### src/rtl/alu_rs_scheduler.sv
// Reservation station and issue scheduler for the integer ALU.
// Buffers micro-ops, captures CDB results, issues one ready op per cycle.
module alu_rs_scheduler #(
    parameter int RS_SIZE = 8,
    parameter int OP_W    = 6,
    parameter int DATA_W  = 32,
    parameter int TAG_W   = 5
) (
    input  logic              clk_in,
    input  logic              rst_in,
    input  logic              rdy_in,
    input  logic              clear,
    input  logic              disp_valid,
    input  logic [OP_W-1:0]   disp_op,
    input  logic [DATA_W-1:0] disp_vj,
    input  logic [DATA_W-1:0] disp_vk,
    input  logic              disp_qj_busy,
    input  logic              disp_qk_busy,
    input  logic [TAG_W-1:0]  disp_qj,
    input  logic [TAG_W-1:0]  disp_qk,
    input  logic [TAG_W-1:0]  disp_rob,
    output logic              full,
    input  logic              cdb_a_valid,
    input  logic [TAG_W-1:0]  cdb_a_tag,
    input  logic [DATA_W-1:0] cdb_a_val,
    input  logic              cdb_b_valid,
    input  logic [TAG_W-1:0]  cdb_b_tag,
    input  logic [DATA_W-1:0] cdb_b_val,
    output logic              alu_status,
    output logic [OP_W-1:0]   alu_op,
    output logic [DATA_W-1:0] alu_rs1,
    output logic [DATA_W-1:0] alu_rs2,
    output logic [TAG_W-1:0]  alu_rob
);

    localparam int IDX_W = (RS_SIZE > 1) ? $clog2(RS_SIZE) : 1;

    logic [RS_SIZE-1:0] busy;
    logic [RS_SIZE-1:0] qj_busy;
    logic [RS_SIZE-1:0] qk_busy;
    logic [RS_SIZE-1:0] ready;
    logic [OP_W-1:0]    op  [RS_SIZE];
    logic [DATA_W-1:0]  vj  [RS_SIZE];
    logic [DATA_W-1:0]  vk  [RS_SIZE];
    logic [TAG_W-1:0]   qj  [RS_SIZE];
    logic [TAG_W-1:0]   qk  [RS_SIZE];
    logic [TAG_W-1:0]   rob [RS_SIZE];

    logic              sel_found;
    logic [IDX_W-1:0]  sel_idx;
    logic [IDX_W-1:0]  free_idx;
    logic [DATA_W-1:0] d_vj;
    logic [DATA_W-1:0] d_vk;
    logic              d_qj_busy;
    logic              d_qk_busy;

    assign ready = busy & ~qj_busy & ~qk_busy;
    assign full  = &busy;

    // Lowest-index ready entry and lowest-index free entry, from registered state.
    always_comb begin
        sel_found = 1'b0;
        sel_idx   = '0;
        free_idx  = '0;
        for (int i = RS_SIZE - 1; i >= 0; i--) begin
            if (ready[i]) begin
                sel_found = 1'b1;
                sel_idx   = IDX_W'(i);
            end
            if (!busy[i]) begin
                free_idx = IDX_W'(i);
            end
        end
    end

    // Same-cycle CDB bypass for the operands being dispatched; CDB A wins ties.
    always_comb begin
        d_vj      = disp_vj;
        d_qj_busy = disp_qj_busy;
        d_vk      = disp_vk;
        d_qk_busy = disp_qk_busy;
        if (disp_qj_busy) begin
            if (cdb_a_valid && cdb_a_tag == disp_qj) begin
                d_vj      = cdb_a_val;
                d_qj_busy = 1'b0;
            end else if (cdb_b_valid && cdb_b_tag == disp_qj) begin
                d_vj      = cdb_b_val;
                d_qj_busy = 1'b0;
            end
        end
        if (disp_qk_busy) begin
            if (cdb_a_valid && cdb_a_tag == disp_qk) begin
                d_vk      = cdb_a_val;
                d_qk_busy = 1'b0;
            end else if (cdb_b_valid && cdb_b_tag == disp_qk) begin
                d_vk      = cdb_b_val;
                d_qk_busy = 1'b0;
            end
        end
    end

    // Station state: wakeup, issue and dispatch; stall freezes everything.
    always_ff @(posedge clk_in) begin
        if (rst_in) begin
            busy       <= '0;
            alu_status <= 1'b0;
            alu_op     <= '0;
            alu_rs1    <= '0;
            alu_rs2    <= '0;
            alu_rob    <= '0;
        end else if (clear) begin
            busy       <= '0;
            alu_status <= 1'b0;
        end else if (!rdy_in) begin
            alu_status <= 1'b0;
        end else begin
            for (int i = 0; i < RS_SIZE; i++) begin
                if (busy[i] && qj_busy[i]) begin
                    if (cdb_a_valid && cdb_a_tag == qj[i]) begin
                        vj[i]      <= cdb_a_val;
                        qj_busy[i] <= 1'b0;
                    end else if (cdb_b_valid && cdb_b_tag == qj[i]) begin
                        vj[i]      <= cdb_b_val;
                        qj_busy[i] <= 1'b0;
                    end
                end
                if (busy[i] && qk_busy[i]) begin
                    if (cdb_a_valid && cdb_a_tag == qk[i]) begin
                        vk[i]      <= cdb_a_val;
                        qk_busy[i] <= 1'b0;
                    end else if (cdb_b_valid && cdb_b_tag == qk[i]) begin
                        vk[i]      <= cdb_b_val;
                        qk_busy[i] <= 1'b0;
                    end
                end
            end
            alu_status <= sel_found;
            if (sel_found) begin
                busy[sel_idx] <= 1'b0;
                alu_op        <= op[sel_idx];
                alu_rs1       <= vj[sel_idx];
                alu_rs2       <= vk[sel_idx];
                alu_rob       <= rob[sel_idx];
            end
            if (disp_valid && !full) begin
                busy[free_idx]    <= 1'b1;
                op[free_idx]      <= disp_op;
                vj[free_idx]      <= d_vj;
                vk[free_idx]      <= d_vk;
                qj_busy[free_idx] <= d_qj_busy;
                qk_busy[free_idx] <= d_qk_busy;
                qj[free_idx]      <= disp_qj;
                qk[free_idx]      <= disp_qk;
                rob[free_idx]     <= disp_rob;
            end
        end
    end

endmodule

### config.mk
export PLATFORM = sky130hd
export DESIGN_NAME = alu_rs_scheduler
export DESIGN_NICKNAME = d
export VERILOG_FILES = /design/src/rtl/alu_rs_scheduler.sv
export SDC_FILE = /design/constraint.sdc
export NUM_CORES = 2
export LEC_CHECK = 0
export CORE_MARGIN = 10
export CORE_UTILIZATION = 55
export DETAILED_ROUTE_END_ITERATION = 8
export GPL_ROUTABILITY_DRIVEN = 0
export GPL_TIMING_DRIVEN = 1
export PLACE_DENSITY_LB_ADDON = 0.3
export SKIP_CTS_REPAIR_TIMING = 1
export SYNTH_ARGS = -nofsm -noshare
export SYNTH_HDL_FRONTEND = slang
export SYNTH_SLANG_ARGS = --single-unit
### constraint.sdc
create_clock -name clk_in -period 3.7 [get_ports clk_in]
set_clock_uncertainty 0.2 [all_clocks]
set_input_delay 0.555 -clock clk_in [delete_from_list [all_inputs] [get_ports clk_in]]
set_output_delay 0.555 -clock clk_in [all_outputs]
set_load 0.02 [all_outputs]
* After elaboration in Yosys (flattened, before gate mapping)
Memories as Yosys holds them, arrays and structs flattened. A register that Yosys moved wholly into a read port is not among the register bits.
Cells that the tools add are included.
** Word-level totals
- Bits in writable memories :: 680
- Output and inout port bits :: 77
- Memories kept :: 6
- Word-level logic and storage cells :: 511
- Register bits after elaboration :: 25
- Bits of input ports :: 168
** Cells by class
- Reduce and logical (&&, ||, !) cells :: 61
- Magnitude comparators :: 4
- Equal/unequal tests :: 36
- Bitwise operators :: 26
- Muxes and demuxes :: 374
** Memories
- vj :: depth 8, bits a word 32, rd ports 1, clocked after Yosys merged registers in 1, wr ports 9, RTL line 43 : logic [DATA_W-1:0] vj [RS_SIZE];
- vk :: depth 8, bits a word 32, rd ports 1, clocked after Yosys merged registers in 1, wr ports 9, RTL line 44 : logic [DATA_W-1:0] vk [RS_SIZE];
- op :: depth 8, bits a word 6, rd ports 1, clocked after Yosys merged registers in 1, wr ports 1, RTL line 42 : logic [OP_W-1:0] op [RS_SIZE];
- qj :: depth 8, bits a word 5, rd ports 8, clocked after Yosys merged registers in 0, wr ports 1, RTL line 45 : logic [TAG_W-1:0] qj [RS_SIZE];
- qk :: depth 8, bits a word 5, rd ports 8, clocked after Yosys merged registers in 0, wr ports 1, RTL line 46 : logic [TAG_W-1:0] qk [RS_SIZE];
- rob :: depth 8, bits a word 5, rd ports 1, clocked after Yosys merged registers in 1, wr ports 1, RTL line 47 : logic [TAG_W-1:0] rob [RS_SIZE];
** Operator list (number)
- 32-bit 2-to-1 mux :: 22
- 1-bit 2-to-1 mux :: 325
- 5-bit equality test :: 36
- 8-bit 2-to-1 mux :: 7
- 1-bit logical AND :: 55
- 3-bit 2-to-1 mux :: 16
- 8-bit AND :: 3
- 8-bit NOT :: 3
- 8-bit bitwise mux :: 2
- 1-bit bitwise OR :: 16
- 3-bit by 4-bit < comparator with 1-bit output, second input constant :: 2
- 8-bit bitwise OR :: 1
- 8-bit AND reduction :: 1
- 1-bit demux with 3-bit select :: 2
- 3-bit by 1-bit greater-or-equal comparator with 1-bit output, second input constant :: 2
- 3-bit AND reduction :: 2
- 1-bit NOT :: 3
- 3-bit OR reduction :: 1
- 2-bit OR reduction :: 1
- 1-bit zero test :: 1

* Longest topological paths before layout
- Depth after elaboration :: 23
- Mapped depth :: 10
- Depth with buffers taken out :: 7

* Worst setup path before layout
No wires, ideal clock.
- Kind :: input-to-reg
- From :: in cdb_a_tag[4]
- To :: mem vj[0][0] (enable)
- Buffers on the path :: 2
- Data required time :: 3.068 ns
- Library setup time :: 0.432 ns
- Slack :: -0.234 ns
- Arrival time :: 3.302 ns
- Stages on the path :: 8
- Path through :: buf_4 > buf_6 > xor2_1 > nor4_1 > and3_1 > nand2b_1 > nand3_1 > a21oi_1
** RTL lines
- start, declared :: RTL line 24 : input logic [TAG_W-1:0] cdb_a_tag,
- end, declared :: RTL line 43

* Worst setup path after layout
- From :: reg busy[0]
- To :: out full
** Between the ends
- Longest elaborated chain between the ends :: 1
** Ends and longest elaborated chain
- start, declared :: RTL line 38 : logic [RS_SIZE-1:0] busy;
- start signal, assigned :: RTL line 105 : busy <= '0;
- start signal, assigned :: RTL line 112 : busy <= '0;
- start signal, assigned by index :: RTL line 139 : busy[sel_idx] <= 1'b0;
- 8-bit AND reduction :: RTL line 58 : assign full = &busy;
- end, declared :: RTL line 22 : output logic full,
Every way passes these cells.

==> results.sh <==
export IMPL_whs_path_depth=2
export IMPL_vias=33700
export IMPL_avgSynthCellArea_um2=12.8
export IMPL_drc=0
export IMPL_power_density_nw_per_um2=381
export IMPL_crit_buf_inv=1
export IMPL_p_switching_uw=4530
export IMPL_p_sw_share_pct=23.3
export IMPL_synth_compound_area_share_pct=12.8
export IMPL_multi_input_area_um2=19400
export IMPL_period_needed_ns=3.47
export IMPL_r2r_end="alu_rs2[25]"
export IMPL_grt_use_total_pct=32.1
export IMPL_criticalPathCategory="register to primary output"
export IMPL_synthXorXnorAreaFrac_pct=3.56
export IMPL_layout_worst_path_cycle_share_pct=93.9
export IMPL_utilization_pct=63.6
export IMPL_async_reset_ff_share_pct=0
export IMPL_fin_nets=3727
export IMPL_synthMuxAreaShare_pct=23.2
export IMPL_synth_edf_count=696
export IMPL_root_buffer="clkbuf_16"
export IMPL_cts_max_level=3
export IMPL_drt_iter0_markers=5119
export IMPL_yosysUniqueCellTypes=59
export IMPL_r2r_start="busy[7]"
export IMPL_routed_via_density=7.19
export IMPL_grt_pass1_wl_um=226000
export IMPL_comb_power_share_pct=7.6
export IMPL_synth_top_family_by_area="multiplexers"
export IMPL_yosysWarningCount=0
export IMPL_synth_top_area_cell="edfxtp_1"
export IMPL_setup_viol=0
export IMPL_n_fill_cell=5984
export IMPL_antenna_found_initial=3
export IMPL_clockBufferDepth=3
export IMPL_setup_tns_ns=0
export IMPL_numCtsBuffers=86
export IMPL_hpwl_um=88200
export IMPL_synth_simple_area_share_pct=3.54
export IMPL_postPlaceCellArea_um2=48300
export IMPL_p_leak_uw=0.0203
export IMPL_cts_tree="done"
export IMPL_synthTopCellsByArea="edfxtp_1 (47%), mux2i_1 (23%), dfxtp_1 (3.8%), a221oi_1 (3.0%), a2bb2oi_1 (3.0%)"
export IMPL_fin_ws_ns=0.225
export IMPL_min_to="alu_rs2[26]"
export IMPL_grt_pass1_vias=33900
export IMPL_path_clk_slew_ns=0.06
export IMPL_status="finished, final reports clean"
export IMPL_hold_start="alu_rs2[26]"
export IMPL_synthAdderAreaFrac_pct=0
export IMPL_clkPwrFrac_pct=42.8
export IMPL_synth_flop_cell="edfxtp_1"
export IMPL_critPathMaxFanout=17
export IMPL_maxSlewViolCount=0
export IMPL_rr_worst_depth=7
export IMPL_p_int_uw=14900
export IMPL_initial_core_util_pct=55.3
export IMPL_peakVddDrop_v=0.000374
export IMPL_syn_area_um2=44300
export IMPL_synth_seq_cells=780
export IMPL_p_seq_share_pct=49.6
export IMPL_fin_area_um2=50900
export IMPL_wire_per_inst_um=33.2
export IMPL_synthesis_instances=3452
export IMPL_slew_headroom_pct=24.7
export IMPL_power_total_uw=19400
export IMPL_worstPathRequired_ns=2.94
export IMPL_synth_fp_nets=3620
export IMPL_yosysSeqAreaShare_pct=51.0
export IMPL_drive_gt1_share_pct=12.0
export IMPL_portBuffers=244
export IMPL_arrival_ns=2.72
export IMPL_r2r_slack_ns=0.54
export IMPL_row_count=104
export IMPL_ios=245
export IMPL_cap_violations=0
export IMPL_ant_nets=0
export IMPL_hold_viol_final=0
export IMPL_synth_top_cell_area_share_pct=47.2
export IMPL_post_place_ws_ns=-0.0260
export IMPL_insertion_delay_ns=0.65
export IMPL_die_w_um=304
export IMPL_overflow=0
export IMPL_critPathLaunchType="register"
export IMPL_cp_top_family="simple AND/OR/NAND/NOR gates"
export IMPL_rsz0062_at_grt="no"
export IMPL_grt_max_degree=134
export IMPL_coreArea_um2=80200
export IMPL_clkSinkCount=780
export IMPL_die_h_um=304
export IMPL_path_cells="nand4_1 > or2_0 > nor2b_1 > clkdlybuf4s50_1"
export IMPL_critical_path_max_stage_delay_ns=0.69
export IMPL_register_area_um2=22600
export IMPL_crit_path_end_kind="primary output"
export IMPL_slowest_stage="dfxtp_1"
export IMPL_worst_pin_slew_ns=1.13
export IMPL_wl_um=156000
export IMPL_areaGrowthSynthToFinish_pct=15.0
export IMPL_max_freq_mhz=288
export IMPL_hp_class="register to register"
export IMPL_die_area_um2=92300
export IMPL_dr_pass1_iters=7
==> power groups by stage <==
stage	Combinational (uW)	Sequential [uW]	Clock, uW
floorplan	885	9810	0
global route	1570	9630	8670
finish	1480	9630	8310
global placement	1370	9820	0
detailed placement	1440	9820	0
CTS	1450	9630	8310
==> Yosys cell counts, drive strengths merged, types with 2 or more instances <==
cell type and instances:
nor3 10, edfxtp 696, o22ai 72, nor4 31, inv 10, or4b 5
or2 5, a2bb2oi 150, a21o 2, o221ai 77, nor4b 3, o311ai 3
o2bb2ai 65, mux2i 1026, or3b 9, nand2 124, a31o 10, and4 2
a31oi 6, dfxtp 84, clkbuf 169, nand2b 3, nand4 6, and2 5
buf 266, a21oi 24, and3 4, o21ai 157, nor2 31, a221oi 150
xnor2 58, a311o 2, a22oi 2, o21a 2, nor2b 2, xor2 122
nand3 50, nor3b 5
==> placed cells by master, fill, tap and decap left out, types with 13 or more instances in the layout <==
master           netlist  routed
a221oi_1             150     150
a2bb2oi_1            150     150
buf_12                 4      76
buf_4                 17     134
clkbuf_1             168      27
clkbuf_16              0      90
clkdlybuf4s50_1        0     242
clkinv_2               0      13
dfxtp_1               84      84
edfxtp_1             696     696
mux2i_1             1026    1026
nand2_1              123     119
nand3_1               50      47
nor2_1                30      23
nor4_1                26      26
o21ai_0              155     155
o221ai_1              77      77
o22ai_1               72      72
o2bb2ai_1             35      35
o2bb2ai_2             30      30
xnor2_1               58      58
xor2_1               122     122
==> how the worst max path moves through the flow <==
stage                 start        to  slack, ns  cells after the start
2_1_floorplan  cdb_a_tag[2]  vk[0][0]       0.04                      7
5_1_grt             busy[0]      full       0.10                      4
4_1_cts             busy[0]      full       0.20                      4
3_5_place_dp   cdb_b_tag[2]  vj[3][2]      -0.03                      9
6_report            busy[0]      full       0.23                      4
3_3_place_gp   cdb_b_tag[2]  vk[1][8]      -0.02                      9
==> flip-flops by register name (all words and copies together) (netlist names) <==
register,count
alu_status,1
qj_busy,8
alu_rob,5
busy,8
vk,256
alu_rs1,32
alu_rs2,32
op,48
alu_op,6
vj,256
rob,40
qj,40
qk_busy,8
qk,40
==> area by class of cell <==
type,count,area share [%]
Antenna cell,1,0.00491
Clock buffer,128,4.92
Clock inverter,30,0.329
Inverter,10,0.0737
Multi-Input combinational cell,2227,38.0
Sequential cell,780,44.3
Tap cell,1060,2.60
Timing Repair Buffer,454,9.74
==> kinds of logic (layout without fill, tap and decap cells) <==
kind of cell    after synthesis  after routing
compound gates              725            725
buf+inv                     445            622
mux                        1026           1026
xor+xnor                    180            180
other cells                   0              1
simple gates                296            296
flops                       780            780
==> tightest hold or removal path, delay by kind of cell (launching register included) <==
family / cells / cell delay [ns]
flip-flops: 1 / 0.32
AO/OA/AOI/OAI: 1 / 0.06
AND/OR/NAND/NOR: 1 / 0.05
==> through the flow <==
stage,hold slack (ns),cells
finish,0.264,4690
CTS,0.270,4689
global route,0.293,4690
floorplan,0.308,3452
detailed placement,0.253,4531
global placement,0.250,4531
==> routing by layer <==
metal  share of wire, %  track usage, %  up-vias
met5              0.015               0        -
met4                5.3            16.0        4
met3                 12            8.05      530
met2                 46            50.6     2631
met1                 36            40.6    16800
li1                   -               -    13700
Note: power is estimated with default switching activity, not from simulation.
